## src/rtl/snn_mem_arbiter_pkg.sv

```systemverilog
// Shared definitions for the SNN weight-memory arbiter: default widths, limits and FSM state type.
package snn_pkg;

  localparam int ADDR_W_DEF     = 2;
  localparam int DW_DEF         = 8;
  localparam int RD_LAT_DEF     = 1;
  localparam int STARVE_MAX_DEF = 4;

  typedef enum logic [1:0] {
    IDLE    = 2'd0,
    RD_WAIT = 2'd1,
    RD_RESP = 2'd2,
    WB_RESP = 2'd3
  } arb_state_t;

  // Bits needed to hold 0..max_val; never less than one bit.
  function automatic int cnt_w(input int max_val);
    return (max_val > 0) ? $clog2(max_val + 1) : 1;
  endfunction

endpackage

```

## src/rtl/snn_mem_arbiter_if.sv

```systemverilog
// Request/response and memory bus of the weight-memory arbiter.
// slave = arbiter side, master = requesters plus the memory macro.
interface snn_mem_arbiter_if
  import snn_pkg::*;
#(
  parameter int ADDR_W = ADDR_W_DEF,
  parameter int DW     = DW_DEF
);

  logic              rd_req;
  logic [ADDR_W-1:0] rd_addr;
  logic              rd_valid;
  logic [DW-1:0]     rd_data;

  logic              wb_req;
  logic [ADDR_W-1:0] wb_addr;
  logic [DW-1:0]     wb_data;
  logic              wb_ack;

  logic              mem_we;
  logic [ADDR_W-1:0] mem_addr;
  logic [DW-1:0]     mem_wdata;
  logic [DW-1:0]     mem_rdata;

  modport slave (
    input  rd_req, rd_addr, wb_req, wb_addr, wb_data, mem_rdata,
    output rd_valid, rd_data, wb_ack, mem_we, mem_addr, mem_wdata
  );

  modport master (
    output rd_req, rd_addr, wb_req, wb_addr, wb_data, mem_rdata,
    input  rd_valid, rd_data, wb_ack, mem_we, mem_addr, mem_wdata
  );

endinterface

```

## src/rtl/snn_arb_pick.sv

```systemverilog
// Combinational grant decision between the read port and the write-back port.
// Write-back wins unless a read has already waited through STARVE_MAX write grants.
module snn_arb_pick
  import snn_pkg::*;
#(
  parameter int STARVE_MAX = STARVE_MAX_DEF,
  parameter int SW         = cnt_w(STARVE_MAX)
) (
  input  logic          i_rd_req,
  input  logic          i_wb_req,
  input  logic          i_rd_mask,
  input  logic          i_wb_mask,
  input  logic [SW-1:0] i_wb_streak,
  output logic          o_gnt_rd,
  output logic          o_gnt_wb
);

  logic w_rd_live;
  logic w_starved;

  assign w_rd_live = i_rd_req && !i_rd_mask;
  assign w_starved = (i_wb_streak >= SW'(STARVE_MAX));

  assign o_gnt_wb = i_wb_req && !i_wb_mask && (!w_rd_live || !w_starved);
  assign o_gnt_rd = w_rd_live && !o_gnt_wb;

endmodule

```

## src/rtl/snn_mem_arbiter.sv

```systemverilog
// Weight-memory arbiter: forwards host writes in phase 0, serialises Multilayer reads and
// write-backs in phase 1, and generates the Multilayer start pulse. Define SNN_ARB_STALL_CNT_EN for stall_cnt.
module snn_mem_arbiter
  import snn_pkg::*;
#(
  parameter int ADDR_W     = ADDR_W_DEF,
  parameter int DW         = DW_DEF,
  parameter int RD_LAT     = RD_LAT_DEF,
  parameter int STARVE_MAX = STARVE_MAX_DEF
) (
  input  logic              clk,
  input  logic              rst,
  input  logic              i_phase_infer,
  input  logic              i_done,
  input  logic              i_host_we,
  input  logic [ADDR_W-1:0] i_host_addr,
  input  logic [DW-1:0]     i_host_wdata,
  snn_mem_arbiter_if.slave  bus,
  output logic              o_start,
  output logic              o_busy,
  output logic [15:0]       o_stall_cnt
);

  localparam int SW    = cnt_w(STARVE_MAX);
  localparam int LAT_W = cnt_w(RD_LAT - 1);

  arb_state_t        r_state;
  logic [SW-1:0]     r_wb_streak;
  logic [LAT_W-1:0]  r_lat_cnt;
  logic              r_rd_mask;
  logic              r_wb_mask;
  logic              r_phase_q;

  logic              r_rd_valid;
  logic [DW-1:0]     r_rd_data;
  logic              r_wb_ack;
  logic              r_mem_we;
  logic [ADDR_W-1:0] r_mem_addr;
  logic [DW-1:0]     r_mem_wdata;
  logic              r_start;
  logic              r_busy;

  logic              w_gnt_rd;
  logic              w_gnt_wb;
  logic              w_idle;
  logic [SW-1:0]     w_streak_inc;

  assign w_idle       = (r_state == IDLE);
  assign w_streak_inc = (r_wb_streak >= SW'(STARVE_MAX)) ? r_wb_streak : r_wb_streak + 1'b1;

  snn_arb_pick #(
    .STARVE_MAX (STARVE_MAX),
    .SW         (SW)
  ) u_pick (
    .i_rd_req    (bus.rd_req),
    .i_wb_req    (bus.wb_req),
    .i_rd_mask   (r_rd_mask),
    .i_wb_mask   (r_wb_mask),
    .i_wb_streak (r_wb_streak),
    .o_gnt_rd    (w_gnt_rd),
    .o_gnt_wb    (w_gnt_wb)
  );

  // NOTE: every register here uses <= so all branches see pre-edge values regardless of statement order.
  always_ff @(posedge clk or posedge rst) begin
    if (rst) begin
      r_state     <= IDLE;
      r_wb_streak <= '0;
      r_lat_cnt   <= '0;
      r_rd_mask   <= 1'b0;
      r_wb_mask   <= 1'b0;
      r_phase_q   <= 1'b0;
      r_rd_valid  <= 1'b0;
      r_rd_data   <= '0;
      r_wb_ack    <= 1'b0;
      r_mem_we    <= 1'b0;
      r_mem_addr  <= '0;
      r_mem_wdata <= '0;
      r_start     <= 1'b0;
      r_busy      <= 1'b0;
    end else begin
      r_phase_q  <= i_phase_infer;
      r_rd_valid <= 1'b0;
      r_wb_ack   <= 1'b0;
      r_start    <= 1'b0;

      if (!i_phase_infer) begin
        // Host owns the memory; anything in flight is abandoned without a response.
        r_mem_we    <= i_host_we;
        r_mem_addr  <= i_host_addr;
        r_mem_wdata <= i_host_wdata;
        r_state     <= IDLE;
        r_wb_streak <= '0;
        r_rd_mask   <= 1'b0;
        r_wb_mask   <= 1'b0;
        r_busy      <= 1'b0;
      end else begin
        r_start  <= !r_phase_q || i_done;
        r_mem_we <= 1'b0;

        unique case (r_state)
          IDLE: begin
            r_rd_mask <= 1'b0;
            r_wb_mask <= 1'b0;
            if (w_gnt_wb) begin
              r_mem_we    <= 1'b1;
              r_mem_addr  <= bus.wb_addr;
              r_mem_wdata <= bus.wb_data;
              // The streak only counts grants that actually make a read wait.
              r_wb_streak <= bus.rd_req ? w_streak_inc : '0;
              r_state     <= WB_RESP;
              r_busy      <= 1'b1;
            end else if (w_gnt_rd) begin
              r_mem_addr  <= bus.rd_addr;
              r_wb_streak <= '0;
              r_lat_cnt   <= LAT_W'(RD_LAT - 1);
              r_state     <= RD_WAIT;
              r_busy      <= 1'b1;
            end else if (!bus.rd_req) begin
              r_wb_streak <= '0;
            end
          end

          RD_WAIT: begin
            if (r_lat_cnt == '0) begin
              r_state <= RD_RESP;
            end else begin
              r_lat_cnt <= r_lat_cnt - 1'b1;
            end
          end

          RD_RESP: begin
            r_rd_data  <= bus.mem_rdata;
            r_rd_valid <= 1'b1;
            r_rd_mask  <= 1'b1;
            r_state    <= IDLE;
            r_busy     <= 1'b0;
          end

          WB_RESP: begin
            r_wb_ack  <= 1'b1;
            r_wb_mask <= 1'b1;
            r_state   <= IDLE;
            r_busy    <= 1'b0;
          end

          default: begin
            r_state <= IDLE;
            r_busy  <= 1'b0;
          end
        endcase
      end
    end
  end

`ifdef SNN_ARB_STALL_CNT_EN
  logic [15:0] r_stall_cnt;

  always_ff @(posedge clk or posedge rst) begin
    if (rst) begin
      r_stall_cnt <= '0;
    end else if (!i_phase_infer) begin
      r_stall_cnt <= '0;
    end else if (bus.rd_req && w_idle && !w_gnt_rd && (r_stall_cnt != 16'hFFFF)) begin
      r_stall_cnt <= r_stall_cnt + 16'd1;
    end
  end

  assign o_stall_cnt = r_stall_cnt;
`else
  assign o_stall_cnt = 16'd0;
`endif

  assign bus.rd_valid  = r_rd_valid;
  assign bus.rd_data   = r_rd_data;
  assign bus.wb_ack    = r_wb_ack;
  assign bus.mem_we    = r_mem_we;
  assign bus.mem_addr  = r_mem_addr;
  assign bus.mem_wdata = r_mem_wdata;
  assign o_start       = r_start;
  assign o_busy        = r_busy;

endmodule
```

## src/flat_wrapper.sv

```systemverilog
// flat-port wrapper written by rule: the top's interface ports become plain ports
module snn_mem_arbiter_flat import snn_pkg::*;
#(
  parameter int ADDR_W     = ADDR_W_DEF,
  parameter int DW         = DW_DEF,
  parameter int RD_LAT     = RD_LAT_DEF,
  parameter int STARVE_MAX = STARVE_MAX_DEF
)
  (clk, rst, i_phase_infer, i_done, i_host_we, i_host_addr, i_host_wdata, o_start, o_busy, o_stall_cnt, bus_rd_req, bus_rd_addr, bus_wb_req, bus_wb_addr, bus_wb_data, bus_mem_rdata, bus_rd_valid, bus_rd_data, bus_wb_ack, bus_mem_we, bus_mem_addr, bus_mem_wdata);
  snn_mem_arbiter_if #(.ADDR_W(ADDR_W), .DW(DW)) bus_i ();
  input  logic clk;
  input  logic rst;
  input  logic i_phase_infer;
  input  logic i_done;
  input  logic i_host_we;
  input  logic [ADDR_W-1:0] i_host_addr;
  input  logic [DW-1:0] i_host_wdata;
  output logic o_start;
  output logic o_busy;
  output logic [15:0] o_stall_cnt;
  input wire logic [$bits(bus_i.rd_req)-1:0] bus_rd_req;
  input wire logic [$bits(bus_i.rd_addr)-1:0] bus_rd_addr;
  input wire logic [$bits(bus_i.wb_req)-1:0] bus_wb_req;
  input wire logic [$bits(bus_i.wb_addr)-1:0] bus_wb_addr;
  input wire logic [$bits(bus_i.wb_data)-1:0] bus_wb_data;
  input wire logic [$bits(bus_i.mem_rdata)-1:0] bus_mem_rdata;
  output wire logic [$bits(bus_i.rd_valid)-1:0] bus_rd_valid;
  output wire logic [$bits(bus_i.rd_data)-1:0] bus_rd_data;
  output wire logic [$bits(bus_i.wb_ack)-1:0] bus_wb_ack;
  output wire logic [$bits(bus_i.mem_we)-1:0] bus_mem_we;
  output wire logic [$bits(bus_i.mem_addr)-1:0] bus_mem_addr;
  output wire logic [$bits(bus_i.mem_wdata)-1:0] bus_mem_wdata;
  assign bus_i.rd_req = bus_rd_req;
  assign bus_i.rd_addr = bus_rd_addr;
  assign bus_i.wb_req = bus_wb_req;
  assign bus_i.wb_addr = bus_wb_addr;
  assign bus_i.wb_data = bus_wb_data;
  assign bus_i.mem_rdata = bus_mem_rdata;
  assign bus_rd_valid = bus_i.rd_valid;
  assign bus_rd_data = bus_i.rd_data;
  assign bus_wb_ack = bus_i.wb_ack;
  assign bus_mem_we = bus_i.mem_we;
  assign bus_mem_addr = bus_i.mem_addr;
  assign bus_mem_wdata = bus_i.mem_wdata;
  snn_mem_arbiter #(.ADDR_W(ADDR_W), .DW(DW), .RD_LAT(RD_LAT), .STARVE_MAX(STARVE_MAX)) u_core (.clk(clk), .rst(rst), .i_phase_infer(i_phase_infer), .i_done(i_done), .i_host_we(i_host_we), .i_host_addr(i_host_addr), .i_host_wdata(i_host_wdata), .bus(bus_i), .o_start(o_start), .o_busy(o_busy), .o_stall_cnt(o_stall_cnt));
endmodule
```

## config.mk

```make
export PLATFORM = sky130hd
export DESIGN_NAME = snn_mem_arbiter_flat
export DESIGN_NICKNAME = d
export VERILOG_FILES = /design/src/rtl/snn_mem_arbiter_pkg.sv /design/src/rtl/snn_mem_arbiter_if.sv /design/src/rtl/snn_arb_pick.sv /design/src/rtl/snn_mem_arbiter.sv /design/src/flat_wrapper.sv
export SDC_FILE = /design/constraint.sdc
export NUM_CORES = 1
export LEC_CHECK = 0
export ABC_AREA = 1
export CORE_ASPECT_RATIO = 1.5
export CORE_UTILIZATION = 38
export CTS_BUF_LIST = sky130_fd_sc_hd__clkbuf_8
export CTS_CLUSTER_DIAMETER = 50
export CTS_CLUSTER_SIZE = 16
export DETAILED_ROUTE_END_ITERATION = 8
export GPL_ROUTABILITY_DRIVEN = 1
export GPL_TIMING_DRIVEN = 0
export PLACE_DENSITY = 0.76
export SYNTH_ARGS = -nofsm -noshare
export SYNTH_HDL_FRONTEND = slang
export SYNTH_HIERARCHICAL = 1
export SYNTH_SLANG_ARGS = --single-unit
export TNS_END_PERCENT = 50
```

## constraint.sdc

```tcl
create_clock -name clk -period 1.7 [get_ports clk]
set_clock_uncertainty 0.15 [all_clocks]
set_input_delay 0.51 -clock clk [delete_from_list [all_inputs] [get_ports clk]]
set_output_delay 0.51 -clock clk [all_outputs]
set_load 0.01 [all_outputs]
```

==> reports/metrics.yaml, run 1 <==
status:
  status: "finished clean"
finish:
  final_common_cell: "nand2_1"
  n_fill_cell: 375
  nets: 326
  num_antenna_cells: 0
  area_growth_pct: 52.92
  drive_gt1_frac: 0.1696
  most-common-layout-cells: "nand2_1, clkdlybuf4s50_1, dfrtp_1"
timing:
  setup_violations: 0
  rsz0062_at_grt: "false"
  layout_min_cycle_time_ns: 1.624
  timing.setup.tns_ns: 0
  finalHoldViolations: 0
  slew_headroom: 0.5570
  fmax_ghz: 0.6157
  slew_viol_final: 0
  whs_ns: 0.2709
  timing.final.crit_share: 0.9553
  tightest_slew_ns: 0.6632
  fin_ws_ns: 0.07594
power_and_ir_drop:
  switching_power_uw: 638.2
  p_seq_frac: 0.446
  clock_power_share: 0.274
  p_leak_nw: 1.319
  cellPowerDensity_nw_per_um2: 864.8
  vdd_drop_max_v: 0.0007649
  finalPower_mw: 2.067
  p_comb_frac: 0.280
  power.share.switching: 0.3088
  p_int_mw: 1.429
floorplanning:
  dieWidth_um: 54.36
  core_area_um2: 3959
  row_count: 28
  die_h_um: 80.54
  io_pins: 76
  die_area_um2: 4378
  start_util: 0.3948
clocking:
  clkLatencyLatePin_ns: 0.29
  clock_path_buffers: 2
  cts_max_level: 2
  tritoncts: "yes"
  clkTransAtPathRegs_ns: 0.07
  clockRootBuffer: "clkbuf_8"
  ctsHoldBuffers: 0
  cts.sink_count: 31
  cts_buffers: 5
placed_design:
  port_buffers: 59
  gp_congestion: 0.7665
  dp_slack_ns: -0.5018
  dp_hpwl_um: 2663
grt:
  grt_use_total: 0.1936
  grt-ovfl-total: 0
  grt_max_degree: 32
  grt_pass1_vias: 1454
  antenna_found_initial: 0
  grt_pass1_wl_um: 6037
hold_path:
  hold_class: "flop to flop"
worst_setup_path:
  crit_path_start_kind: "flop"
  cp_max_fo: 2
  path_buf_inv: 1
  worstPathCellList: "dlygate4sd2_1"
  reg2reg_slack_ns: 0.15
  arrival_ns: 0.96
  crit_path_end_kind: "primary output"
  worstSetupPathType: "flop to primary output"
  slowest_stage: "dfrtp_1"
  crit_required_ns: 1.04
  crit_family: "flip-flops"
  critical-path-max-stage-delay_ns: 0.39
drt:
  wirelength_um: 3608
  dr.pass1.iters: 4
  wire_per_inst_um: 10.80
  drtAntennaViolNets: 0
  drc: 0
  drt_iter0_markers: 41
  vias: 1458
  viasPerCell: 4.365
flow_run:
  drv_cap: 0
synthesis:
  synth_warnings: 6
  ys_ff_latch: 31
  ys_seq_area_frac: 0.4964
  synth_cell_types: 16
  netlist_instances: 201
  synth_area_um2: 1563
  syn_avg_cell_area_um2: 7.775
==> synth_stat cells, drive strengths merged <==
cell / count / share of area
nand2: 86 / 0.21
dfrtp: 31 / 0.50
inv: 22 / 0.053
nand3: 20 / 0.067
buf: 19 / 0.091
nor2: 15 / 0.047
a21oi: 3 / 0.017
nand4: 2 / 0.0080
conb: 1 / 0.0024
ha: 1 / 0.0080
o21ai: 1 / 0.0032
==> stage by stage <==
stage | utilization | instances | cell area [µm²]
finish | 0.6037 | 334 | 2390
global route | 0.6037 | 334 | 2390
CTS | 0.6043 | 334 | 2392
detailed placement | 0.5724 | 320 | 2266
global placement | 0.5724 | 320 | 2266
floorplan | - | 216 | 1619
==> sequential cells by signal (all words and copies together), names as in the netlist <==
signal                flops
u_core/r_rd_mask          1
u_core/bus.rd_data        8
u_core/r_wb_streak        3
u_core/o_busy             1
u_core/r_state            2
u_core/r_phase_q          1
u_core/o_start            1
u_core/bus.rd_valid       1
u_core/bus.mem_we         1
u_core/r_wb_mask          1
u_core/bus.wb_ack         1
u_core/bus.mem_wdata      8
u_core/bus.mem_addr       2
==> power groups by stage <==
stage | registers [mW] | clock network, mW | logic [mW]
after global routing | 0.939 | 0.622 | 0.649
final | 0.921 | 0.566 | 0.580
after floorplan | 0.985 | 0 | 0.239
after CTS | 0.922 | 0.586 | 0.587
after global placement | 0.933 | 0 | 0.633
after detailed placement | 0.938 | 0 | 0.641
==> what timing repair did <==
| item | CTS | global route |
|---|---|---|
| setup endpoints to repair | 70 | 12 |
| buffers inserted | 5 | 0 |
| endpoints found under the hold margin | 0 | 0 |
| resized for setup | 36 | 3 |
| cloned | 1 | 0 |
| pin swaps | 6 | 0 |
==> path summary, 6_finish.rpt <==
kind | from | to | cells after the start
worst max-delay path | u_core/bus.mem_addr[0] | bus_mem_addr[0] | 1
worst min-delay path | u_core/r_phase_q | u_core/o_start | 1
worst max register to register | u_core/r_rd_mask | u_core/bus.mem_wdata[5] | 9
worst min register to register | u_core/r_phase_q | u_core/o_start | 1
max in group asynchronous | rst | u_core/r_wb_streak[2] | 2
min in group asynchronous | rst | u_core/bus.mem_wdata[4] | 2
==> cell type report <==
type                    instances  area (µm²)  share of cell area
flip-flops and latches         31       777.0              0.3251
multi-input cells             144       635.6              0.2660
repair buffers                 65       599.3              0.2508
plain buffers                  19       146.4             0.06126
inverters                      22       86.33             0.03613
clock buffers                   5       68.82             0.02880
well taps                      45       56.30             0.02356
clock inverters                 3       20.02            0.008377
==> routing by layer <==
layer	vias up	global-route usage	routed length, µm
li1	753	-	-
met2	40	0.3244	1894
met5	-	0	0
met1	653	0.2009	1423
met4	0	0.1282	138
met3	12	0.05114	152
==> cell families (layout without fill, tap and decap cells) <==
logic type      Yosys count  in the layout  share of synthesized area
other cells               1             16                   0.002400
buf+inv                  41            114                     0.1441
simple gates            123            123                     0.3291
compound gates            4              4                    0.02002
flops                    31             31                     0.4964
fa+ha+maj                 1              1                   0.008005
No activity file was read; power rests on OpenSTA's default activity.
==> run 2: changes to the inputs <==
--- a/config.mk
+++ b/config.mk
@@ -5,7 +5,7 @@
 export SDC_FILE = /design/constraint.sdc
 export NUM_CORES = 1
 export LEC_CHECK = 0
-export ABC_AREA = 1
+export ABC_CLOCK_PERIOD_IN_PS = 1700
 export CORE_ASPECT_RATIO = 1.5
 export CORE_UTILIZATION = 38
 export CTS_BUF_LIST = sky130_fd_sc_hd__clkbuf_8
==> run 2 against run 1 <==
  * Total power is 3.9% lower
  * Sequential cell count is the same
  * Synthesized cell count shrank 32%
  * Core utilization is 0.89 points higher
  * Synthesized area shrank 1.5%
  * Routed wire length decreased by 4.7%
  * Cell area increased by 0.58%
  * Clock power decreased by 5.5%
  * Fmax down 7.0%
  * Largest cell class is now buffers
  * Via count fell by 15%
  * Die area is 1.5% lower
  * Largest power group unchanged
  * Sequential power decreased by 4.2%
  * The flow now finishes with violations (negative setup slack)
==> reports/metrics.yaml, run 2 <==
power_and_ir_drop:
  p_leak_nw: 1.188
  vdd_drop_max_v: 0.0006405
  finalPower_mw: 1.987
  cellPowerDensity_nw_per_um2: 826.7
  p_seq_frac: 0.444
  power.share.switching: 0.2750
  p_comb_frac: 0.287
  switching_power_uw: 546.4
  clock_power_share: 0.269
  p_int_mw: 1.441
timing:
  fin_ws_ns: -0.04622
  timing.setup.tns_ns: -0.1820
  tightest_slew_ns: 0.6796
  slew_viol_final: 0
  timing.final.crit_share: 1.027
  rsz0062_at_grt: "true"
  setup_violations: 6
  fmax_ghz: 0.5727
  layout_min_cycle_time_ns: 1.746
  whs_ns: 0.2710
  slew_headroom: 0.5460
  finalHoldViolations: 0
flow_run:
  drv_cap: 0
status:
  violations: "negative setup slack"
  status: "finished with violations"
synthesis:
  synth_warnings: 6
  synth_most_common_cell: "dfrtp_1"
  synth_top_area_cell: "dfrtp_1"
  ys_seq_area_frac: 0.5041
  synth_common_cells: "dfrtp_1, buf_4, mux2_2, nor2_1"
  syn_avg_cell_area_um2: 11.23
  synth_area_um2: 1539
  netlist_instances: 137
  netlist_top_cells_area: "dfrtp_1, buf_4, mux2_2"
  synthArstFlopShare: 1.000
  yosysTopAreaCellShare: 0.5041
  synth_edf_count: 0
  synth_flop_cell: "dfrtp_1"
  synth_cell_types: 33
  ys_ff_latch: 31
finish:
  most-common-layout-cells: "clkdlybuf4s50_1, dfrtp_1, dlygate4sd2_1, buf_4, conb_1"
  stdcell_area_um2: 2404
  n_fill_cell: 357
  area_growth_pct: 56.18
  register_area_um2: 775.7
  num_antenna_cells: 0
  multiInputGateArea_um2: 690.7
  nets: 262
  final_common_cell: "clkdlybuf4s50_1"
  drive_gt1_frac: 0.2667
drt:
  dr.pass1.iters: 4
  drtAntennaViolNets: 0
  drc: 0
  viasPerCell: 4.604
  wire_per_inst_um: 12.73
  vias: 1243
  drt_iter0_markers: 32
  wirelength_um: 3438
floorplanning:
  io_pins: 76
  die_h_um: 79.94
  start_util: 0.3922
  dieWidth_um: 53.96
  core_area_um2: 3924
  row_count: 28
  die_area_um2: 4314
hold_path:
  hold_class: "flop to flop"
  hp-start: "u_core/r_phase_q"
  min_to: "u_core/o_start"
  whs_path_depth: 1
placed_design:
  dp_slack_ns: -0.7144
  port_buffers: 59
  dp_hpwl_um: 2450
  gp_congestion: 0.7559
  place_area_um2: 2251
worst_setup_path:
  r2r_end: "u_core/r_wb_streak[2]"
  crit_required_ns: 1.72
  worstSetupPathType: "flop to flop"
  rr_startpoint: "u_core/r_wb_mask"
  arrival_ns: 1.76
  crit_path_end_kind: "flop"
  reg2reg_slack_ns: -0.05
  cp_max_fo: 3
  rr_worst_depth: 6
  crit_path_start_kind: "flop"
clocking:
  tritoncts: "yes"
  clkTransAtPathRegs_ns: 0.07
  clockRootBuffer: "clkbuf_8"
  cts_max_level: 2
  clkLatencyLatePin_ns: 0.28
  ctsHoldBuffers: 0
  clock_path_buffers: 2
  cts.sink_count: 31
  cts_buffers: 5
grt:
  antenna_found_initial: 0
  grt_pass1_vias: 1224
  grt_pass1_wl_um: 5533
  grt_use_total: 0.1797
  grt-ovfl-total: 0
  grt_max_degree: 32
==> run 2: changes by cell type in the layout (fill, tap and decap cells not counted), sizes merged, moves of 6 or more <==
cell,previous run,this run
nand3,20,2
mux2i,0,9
nand2,86,1
inv,21,4
a21oi,3,9
mux2,0,11
==> run 2: stage by stage <==
step,instances,utilization
finish,270,0.6126
CTS,270,0.6075
global placement,256,0.5737
floorplan,152,-
detailed placement,256,0.5737
global route,270,0.6126
==> run 2: repair_timing <==
action	CTS	global route
endpoints found under the hold margin	0	0
cloned	1	0
gates resized for setup	41	6
pin swaps	5	4
setup buffers	6	0
endpoints found under the setup margin	83	15
==> run 2: worst max-delay path by stage <==
stage                          start                       to  cells past startpoint
global placement          bus_rd_req    u_core/r_wb_streak[2]                      7
global route        u_core/r_wb_mask  u_core/bus.mem_wdata[6]                      7
CTS                 u_core/r_rd_mask    u_core/r_wb_streak[2]                      7
floorplan                 bus_rd_req  u_core/bus.mem_wdata[0]                      7
finish              u_core/r_wb_mask    u_core/r_wb_streak[2]                      6
detailed placement        bus_rd_req  u_core/bus.mem_wdata[0]                      8
==> run 2: cell families after synthesis <==
group / share of synthesized area
compound gates: 0.08536
fa+ha+maj: 0.008129
buf+inv: 0.1154
flops: 0.5041
mux: 0.1390
other cells: 0.002437
simple gates: 0.1455
==> run 2: layer usage <==
| layer | vias up | global-route usage | share of wire |
|---|---|---|---|
| li1 | 613 | - | - |
| met1 | 586 | 0.1954 | 0.39 |
| met2 | 39 | 0.2975 | 0.55 |
| met3 | 5 | 0.04762 | 0.044 |
| met4 | 0 | 0.1079 | 0.019 |
| met5 | - | 0 | 0 |
==> run 2: worst max-delay path, cell delays in order (launching register included) <==
cell and delay (ns):
dfrtp_1 0.38, nand2b_4 0.15, buf_4 0.13, o21a_1 0.23, nor3b_4 0.22, nor3b_1 0.07, o32a_2 0.31
==> run 2: power groups by stage <==
stage | clock [mW] | sequential (mW) | combinational, mW
after floorplan | 0 | 0.945 | 0.244
after global placement | 0 | 0.897 | 0.599
after detailed placement | 0 | 0.902 | 0.607
after CTS | 0.565 | 0.884 | 0.566
after global routing | 0.601 | 0.899 | 0.618
final | 0.535 | 0.882 | 0.570
==> run 2: final cells by class <==
class,count,area share
Buffer,23,0.07184
Tap cell,45,0.02343
Clock inverter,3,0.005206
Timing Repair Buffer,66,0.2546
Multi-Input combinational cell,94,0.2873
Clock buffer,5,0.02863
Inverter,3,0.006247
Sequential cell,31,0.3227
==> run 3: changes to the inputs <==
--- a/config.mk
+++ b/config.mk
@@ -15,6 +15,8 @@
 export GPL_ROUTABILITY_DRIVEN = 1
 export GPL_TIMING_DRIVEN = 0
 export PLACE_DENSITY = 0.76
+export SKIP_CTS_REPAIR_TIMING = 1
+export SKIP_LAST_GASP = 1
 export SYNTH_ARGS = -nofsm -noshare
 export SYNTH_HDL_FRONTEND = slang
 export SYNTH_HIERARCHICAL = 1
==> run 3 against run 2 <==
  * The run still ends with negative setup slack left
  * Fmax decreased by 5.0%
  * Critical path depth decreased by 5
  * Count of clock-buffer cells in the layout unchanged
  * Sequential cell count unchanged
  * Sequential share of layout area decreased by 0.050 points
  * Global-route usage decreased by 0.65 points
  * Cell area increased by 0.16%
  * Register-to-register slack improved by 0.02 ns
  * Largest cell class unchanged
  * Die area unchanged
  * Clock power about the same
  * Sequential power increased by 0.6%
==> reports/metrics.yaml, run 3 (synthesized netlist as in run 2, its figures left out) <==
worst_setup_path:
  slowest_stage: "clkdlybuf4s50_1"
  crit_family: "buffers and inverters"
  crit_required_ns: 1.04
  crit_path_start_kind: "flop"
  arrival_ns: 1.18
  critical-path-max-stage-delay_ns: 0.55
  reg2reg_slack_ns: -0.03
  cp_max_fo: 2
  rr_worst_depth: 7
  worstSetupPathType: "flop to primary output"
  endpoint: "bus_mem_wdata[1]"
  crit_cells: 1
  rr_startpoint: "u_core/r_wb_mask"
  crit_path_end_kind: "primary output"
  worstPathCellList: "clkdlybuf4s50_1"
  r2r_end: "u_core/bus.mem_wdata[7]"
  path_buf_inv: 1
  cp-startpoint: "u_core/bus.mem_wdata[1]"
timing:
  timing.final.crit_share: 1.081
  fmax_ghz: 0.5439
  slew_viol_final: 0
  rsz0062_at_grt: "true"
  layout_min_cycle_time_ns: 1.838
  setup_violations: 26
  whs_ns: 0.2711
  fin_ws_ns: -0.1385
  tightest_slew_ns: 0.6764
  slew_headroom: 0.5481
  finalHoldViolations: 0
drt:
  drt_iter0_markers: 27
  dr.pass1.iters: 2
  drtAntennaViolNets: 0
  drc: 0
  vias: 1231
  wire_per_inst_um: 12.91
  wirelength_um: 3433
  viasPerCell: 4.628
hold_path:
  hold_class: "flop to flop"
finish:
  final_util: 0.6135
  nets: 258
  multiInputGateArea_um2: 678.2
  n_fill_cell: 354
  final_common_cell: "clkdlybuf4s50_1"
  register_area_um2: 775.7
  drive_gt1_frac: 0.2398
  most-common-layout-cells: "clkdlybuf4s50_1, dfrtp_1, buf_4"
  area_growth_pct: 56.42
  num_antenna_cells: 0
status:
  violations: "negative setup slack"
  status: "finished with violations"
power_and_ir_drop:
  p_leak_nw: 1.158
  finalPower_mw: 2.047
  power.share.switching: 0.2666
  p_seq_frac: 0.433
  p_comb_frac: 0.306
  p_int_mw: 1.501
  vdd_drop_max_v: 0.0006403
  clock_power_share: 0.261
  cellPowerDensity_nw_per_um2: 850.3
  switching_power_uw: 545.7
flow_run:
  drv_cap: 0
floorplanning:
  start_util: 0.3922
  row_count: 28
  die_h_um: 79.94
  dieWidth_um: 53.96
  core_area_um2: 3924
  io_pins: 76
  die_area_um2: 4314
placed_design:
  port_buffers: 59
  gp_congestion: 0.7559
  dp_hpwl_um: 2450
grt:
  grt-ovfl-total: 0
  grt_use_total: 0.1732
  antenna_found_initial: 0
  grt_max_degree: 32
  grt_pass1_wl_um: 5292
  grt_pass1_vias: 1182
clocking:
  clkTransAtPathRegs_ns: 0.06
  tritoncts: "yes"
  cts_max_level: 2
  cts.sink_count: 31
  cts_buffers: 5
  clkLatencyLatePin_ns: 0.28
  clock_path_buffers: 2
  clockRootBuffer: "clkbuf_8"
[run 3: cell count changes in the layout (fill, tap and decap cells not counted), moves of 3 or more]
| cell | previous run | this run |
|---|---|---|
| buf_4 | 24 | 19 |
| clkdlybuf4s50_1 | 33 | 56 |
| dlygate4sd2_1 | 24 | 0 |
| dlymetal6s2s_1 | 0 | 3 |
[run 3: cell type report]
| cell class | instances | area share |
|---|---|---|
| clock buffers | 5 | 0.02859 |
| multi-input cells | 94 | 0.2817 |
| flip-flops and latches | 31 | 0.3222 |
| well taps | 45 | 0.02339 |
| plain buffers | 23 | 0.07173 |
| clock inverters | 3 | 0.005198 |
| inverters | 3 | 0.006237 |
| repair buffers | 62 | 0.2609 |
[run 3: power by group through the flow]
stage          Combinational [mW]  Sequential [mW]  Clock [mW]
6_report                    0.626            0.887       0.534
3_3_place_gp                0.599            0.897           0
2_1_floorplan               0.244            0.945           0
3_5_place_dp                0.607            0.902           0
4_1_cts                     0.609            0.888       0.565
5_1_grt                     0.675            0.903       0.598
[run 3: metal layers]
metal | track usage | wire, µm | vias up
met2 | 0.3025 | 1895 | 35
met1 | 0.1787 | 1329 | 587
li1 | - | - | 604
met5 | 0 | 0 | -
met3 | 0.04381 | 143 | 5
met4 | 0.09474 | 65 | 0
[run 3: stage by stage]
step / TNS (ns) / std cells / cell area [µm²] / setup slack, ns
after floorplan: -0.5874 / 152 / 1604 / -0.06530
after global placement: -29.93 / 256 / 2251 / -0.6774
after detailed placement: -29.62 / 256 / 2251 / -0.7144
after CTS: -13.95 / 264 / 2332 / -0.4142
after global routing: -4.226 / 266 / 2407 / -0.1918
final: -2.626 / 266 / 2407 / -0.1385
[run 3: how the worst min path moves through the flow]
stage                                start              to  slack (ns)  cells after the start
after CTS                 u_core/r_phase_q  u_core/o_start        0.28                      1
after detailed placement  u_core/r_phase_q  u_core/o_start        0.27                      1
after global routing      u_core/r_phase_q  u_core/o_start        0.32                      1
after floorplan           u_core/r_phase_q  u_core/o_start        0.25                      1
after global placement    u_core/r_phase_q  u_core/o_start        0.26                      1
final                     u_core/r_phase_q  u_core/o_start        0.27                      1
